==> src/rtl/prog_sequencer.sv <==
// Run-level controller: turns the Start handshake into PC base loads and a fetch enable, returns Ack on halt.
// Optional cycle counter enabled by PROG_SEQ_CYCLE_COUNT_EN; otherwise CycleCount is tied to 0.
module prog_sequencer #(
    parameter int A     = 10,
    parameter int NPROG = 3,
    parameter int BASE0 = 0,
    parameter int BASE1 = 100,
    parameter int BASE2 = 200,
    parameter int CW    = 16
) (
    input  logic          Clk,
    input  logic          Reset,
    input  logic          Start,
    input  logic          HaltReq,
    output logic          Run,
    output logic          PcLoadEn,
    output logic [A-1:0]  PcLoadVal,
    output logic          Ack,
    output logic [1:0]    ProgIdx,
    output logic          Overrun,
    output logic [CW-1:0] CycleCount
);

    typedef enum logic [2:0] {
        IDLE,
        ARMED,
        LOAD,
        RUN,
        DONE
    } state_t;

    localparam logic [1:0] NPROG_L = 2'(NPROG);

    state_t state;
    state_t state_nxt;
    logic   start_r;
    logic   post_rst;
    logic   rise;
    logic   fall;
    logic   at_limit;

    // post_rst masks the edge a Start held high across reset would otherwise produce
    assign rise     = Start & ~start_r & ~post_rst;
    assign fall     = ~Start & start_r;
    assign at_limit = (ProgIdx >= NPROG_L);

    function automatic logic [A-1:0] base_of(input logic [1:0] idx);
        case (idx)
            2'd2:    return A'(BASE1);
            2'd3:    return A'(BASE2);
            default: return A'(BASE0);
        endcase
    endfunction

    // A rising Start outranks everything, including a halt in the same cycle
    always_comb begin
        state_nxt = state;
        if (rise && (state != ARMED)) begin
            state_nxt = at_limit ? DONE : ARMED;
        end else begin
            case (state)
                ARMED:   if (fall) state_nxt = LOAD;
                LOAD:    state_nxt = RUN;
                RUN:     if (HaltReq) state_nxt = DONE;
                default: state_nxt = state;
            endcase
        end
    end

    always_ff @(posedge Clk) begin
        if (Reset) begin
            state     <= IDLE;
            start_r   <= 1'b0;
            post_rst  <= 1'b1;
            Run       <= 1'b0;
            PcLoadEn  <= 1'b0;
            PcLoadVal <= A'(BASE0);
            Ack       <= 1'b0;
            ProgIdx   <= 2'd0;
            Overrun   <= 1'b0;
        end else begin
            start_r  <= Start;
            post_rst <= 1'b0;
            state    <= state_nxt;
            Run      <= (state_nxt == RUN);
            PcLoadEn <= (state_nxt == LOAD);
            Ack      <= (state_nxt == DONE);
            if (rise && (state != ARMED)) begin
                if (at_limit) begin
                    Overrun <= 1'b1;
                end else begin
                    ProgIdx <= ProgIdx + 2'd1;
                end
            end
            if ((state == ARMED) && fall) begin
                PcLoadVal <= base_of(ProgIdx);
            end
        end
    end

`ifdef PROG_SEQ_CYCLE_COUNT_EN
    always_ff @(posedge Clk) begin
        if (Reset) begin
            CycleCount <= '0;
        end else if (state_nxt == LOAD) begin
            CycleCount <= '0;
        end else if ((state == RUN) && (CycleCount != {CW{1'b1}})) begin
            CycleCount <= CycleCount + CW'(1);
        end
    end
`else
    assign CycleCount = '0;
`endif

endmodule

==> config.mk <==
export PLATFORM = sky130hd
export DESIGN_NAME = prog_sequencer
export DESIGN_NICKNAME = d
export VERILOG_FILES = /design/src/rtl/prog_sequencer.sv
export SDC_FILE = /design/constraint.sdc
export NUM_CORES = 1
export LEC_CHECK = 0
export BUFFER_PORTS_ARGS = -buffer_cell sky130_fd_sc_hd__clkbuf_2
export CORE_UTILIZATION = 33
export DETAILED_ROUTE_END_ITERATION = 16
export SLEW_MARGIN = 40
export SYNTH_ARGS = -nofsm -noshare
export SYNTH_HDL_FRONTEND = slang
export SYNTH_SLANG_ARGS = --single-unit
export TNS_END_PERCENT = 5
==> constraint.sdc <==
create_clock -name Clk -period 2 [get_ports Clk]
set_input_delay 0.1 -clock Clk [delete_from_list [all_inputs] [get_ports Clk]]
set_output_delay 0.1 -clock Clk [all_outputs]
set_load 0.01 [all_outputs]
==> results.py <==
metrics = {
    "grt": {
        "grt_use_met3_pct": 2.73,
        "busiest_layer": "met2",
        "use_met2_pct": 16.2,
        "grt_pass1_wl_um": 1860,
        "grt_pass1_vias": 435,
        "use_met1_pct": 11.1,
        "overflow": 0,
        "grt_use_total_pct": 10.5,
        "grt_max_degree": 14,
        "antenna_found_initial": 0,
    },
    "critical_path": {
        "critPathArrivalTime_ps": 1600,
        "endpoint_kind": "flop",
        "critical-path-top-delay-family": "simple AND/OR/NAND/NOR gates",
        "worstPathCellList": "nor3b_4 > and2_1 > mux2i_1 > nor2_1",
        "path_class": "reg -> reg",
        "required_ps": 2160,
        "crit_slowest_cell": "dfxtp_1",
        "worstSetupStartpointType": "flop",
        "critPathBufInv": 0,
        "critical_path.max_fanout": 5,
        "cp_slowest_stage_delay_ps": 410,
    },
    "timing": {
        "clock_skew_ps": 1.88,
        "rsz0062_at_grt": "false",
        "timing.final.crit_period_ps": 1440,
        "setup_viol_count_final": 0,
        "hold_ws_ps": 83.2,
        "final_hold_viol_count": 0,
        "layout_setup_ws_ps": 564,
        "maxSlewViolCount": 0,
        "finalSetupTns_ps": 0,
        "min_period_over_period_pct": 71.8,
        "fmax_ghz": 0.696,
    },
    "die": {
        "dieArea_um2": 2550,
        "core.rowCount": 17,
        "initial_core_util_pct": 35.1,
        "core_um2": 2210,
        "die_height_um": 50.5,
        "die_x_um": 50.5,
        "ioPinCount": 36,
    },
    "job": {
        "drv_cap": 0,
    },
    "cts": {
        "cts_tree": "built",
        "clk_pin_slew_ps": 70,
        "htreeDepth": 1,
        "post_cts_buffers": 0,
        "cts_inserted_buffers": 3,
        "insertion_delay_ps": 270,
        "cts_resized": 0,
        "hold_buffers": 0,
        "cts_sinks": 14,
        "root_buffer": "clkbuf_4",
        "cts_buffer_depth": 2,
    },
    "power": {
        "cellPowerDensity_nw_per_um2": 661,
        "irDropWorstVdd_uv": 230,
        "sw_frac_of_total_pct": 26.7,
        "p_int_mw": 0.383,
        "seq_power_share_pct": 57.2,
        "leakagePower_nw": 0.363,
        "p_comb_share_pct": 14.0,
        "p_clk_share_pct": 28.8,
        "net-switching-power_mw": 0.139,
    },
    "routing": {
        "antenna_left": 0,
        "routed_via_density": 4.15,
        "dr_total_vias": 494,
        "wl_um": 1070,
        "drc": 0,
        "first_iter_violations": 3,
        "wl_per_cell_um": 8.97,
        "firstDrtPassIters": 4,
    },
    "hold_path": {
        "hold_path.class": "in -> reg",
    },
    "logic_synthesis": {
        "synth_cell_types": 29,
        "synth_seq_cells": 14,
        "yosys_warnings": 0,
        "syn_inst": 79,
        "syn_area_um2": 776,
        "syn_area_per_cell_um2": 9.82,
        "ys_seq_area_share_pct": 36.1,
    },
    "final_layout": {
        "area_growth_pct": 1.94,
        "fillers": 241,
        "fin_util_pct": 35.7,
        "nets": 99,
        "drive_above_1_share_pct": 25.3,
        "antennaDiodeCount": 0,
    },
    "place": {
        "pre_cts_slack_ps": 573,
        "dp_hpwl_um": 864,
        "io_buffers": 14,
        "place.gp.congestion": 0.658,
    },
    "status": {
        "outcome": "complete, no violations",
    },
}
layer usage:
| metal | up-vias | part of all wire [%] |
|---|---|---|
| met5 | - | 0 |
| met4 | 0 | 4.5 |
| met3 | 5 | 6.5 |
| met2 | 26 | 45 |
| met1 | 214 | 43 |
| li1 | 249 | - |
worst reg2reg max path: stages (launching register included):
cell,delay (ps)
dfxtp_1,410
nor3b_4,330
and2_1,310
mux2i_1,220
nor2_1,50
final timing paths:
kind	cells past startpoint	start	to	slack, ps
setup reg to reg	4	state[0]	PcLoadVal[5]	560
hold reg to reg	2	Overrun	Overrun	500
hold / removal	2	Start	start_r	80
setup / recovery	4	state[0]	PcLoadVal[5]	560
cell usage after synthesis:
master	n	area share, %
buf_4	23	22
dfxtp_1	14	36
nor2_1	6	2.9
mux2i_1	3	3.9
a211oi_1	2	1.9
a21oi_1	2	1.3
a22oi_1	2	1.9
and3b_1	2	2.3
ha_1	2	3.2
inv_1	2	0.97
nor2b_1	2	1.6
nor3_2	2	2.6
a211oi_2	1	1.6
a21boi_1	1	0.97
a31o_1	1	1.1
a31oi_1	1	0.81
and2_1	1	0.81
and3_1	1	0.81
buf_6	1	1.5
clkbuf_1	1	0.48
conb_1	1	0.48
nand2b_1	1	0.81
nand3b_1	1	0.97
nor2_2	1	0.81
nor3_1	1	0.64
nor3b_4	1	2.4
nor4_4	1	2.7
o21bai_1	1	0.97
xnor2_1	1	1.1
logic make-up (layout without fill, tap and decap cells):
| kind of cell | Yosys count | in the layout | synth area share (%) |
|---|---|---|---|
| adders and majority gates | 2 | 2 | 3.23 |
| other | 1 | 21 | 0.483 |
| and+or+nand+nor | 20 | 20 | 19.4 |
| muxes | 3 | 3 | 3.87 |
| AOI/OAI and AO/OA | 11 | 11 | 10.6 |
| DFF | 14 | 14 | 36.1 |
| xor gates and xnor gates | 1 | 1 | 1.13 |
| buffers and inverters | 27 | 19 | 25.2 |
through the flow:
| stage | area (um2) | power [mW] | std cells |
|---|---|---|---|
| 3_3_place_gp | 768 | 0.378 | 116 |
| 4_1_cts | 791 | 0.530 | 119 |
| 6_report | 791 | 0.523 | 119 |
| 2_1_floorplan | 851 | 0.392 | 99 |
| 5_1_grt | 791 | 0.559 | 119 |
| 3_5_place_dp | 768 | 0.379 | 116 |
cell type report:
type | instances | area, um2 | area share (%)
inverter | 2 | 7.51 | 0.949
sequential | 14 | 280 | 35.4
multi-input combinational | 58 | 375 | 47.5
clock buffer | 3 | 22.5 | 2.85
timing repair buffer | 14 | 70.1 | 8.86
tap | 28 | 35.0 | 4.43
layout by cell type (no fill, tap or decap), types with 3 or more instances in the layout:
cell type	count
conb_1	21
dfxtp_1	14
clkbuf_2	14
nor2_1	6
mux2i_1	3
clkbuf_4	3
registers in the layout, summed over array words and instances, names as in the netlist:
register   cells
state          3
ProgIdx        2
PcLoadEn       1
post_rst       1
start_r        1
Run            1
Overrun        1
Ack            1
PcLoadVal      3
power groups by stage:
stage          combinational (mW)  sequential (mW)  clock, mW
3_3_place_gp               0.0726            0.305          0
4_1_cts                    0.0736            0.299      0.157
3_5_place_dp               0.0731            0.305          0
6_report                   0.0731            0.299      0.151
5_1_grt                    0.0820            0.300      0.177
2_1_floorplan              0.0861            0.306          0
Note: power is estimated with default switching activity, not from simulation.
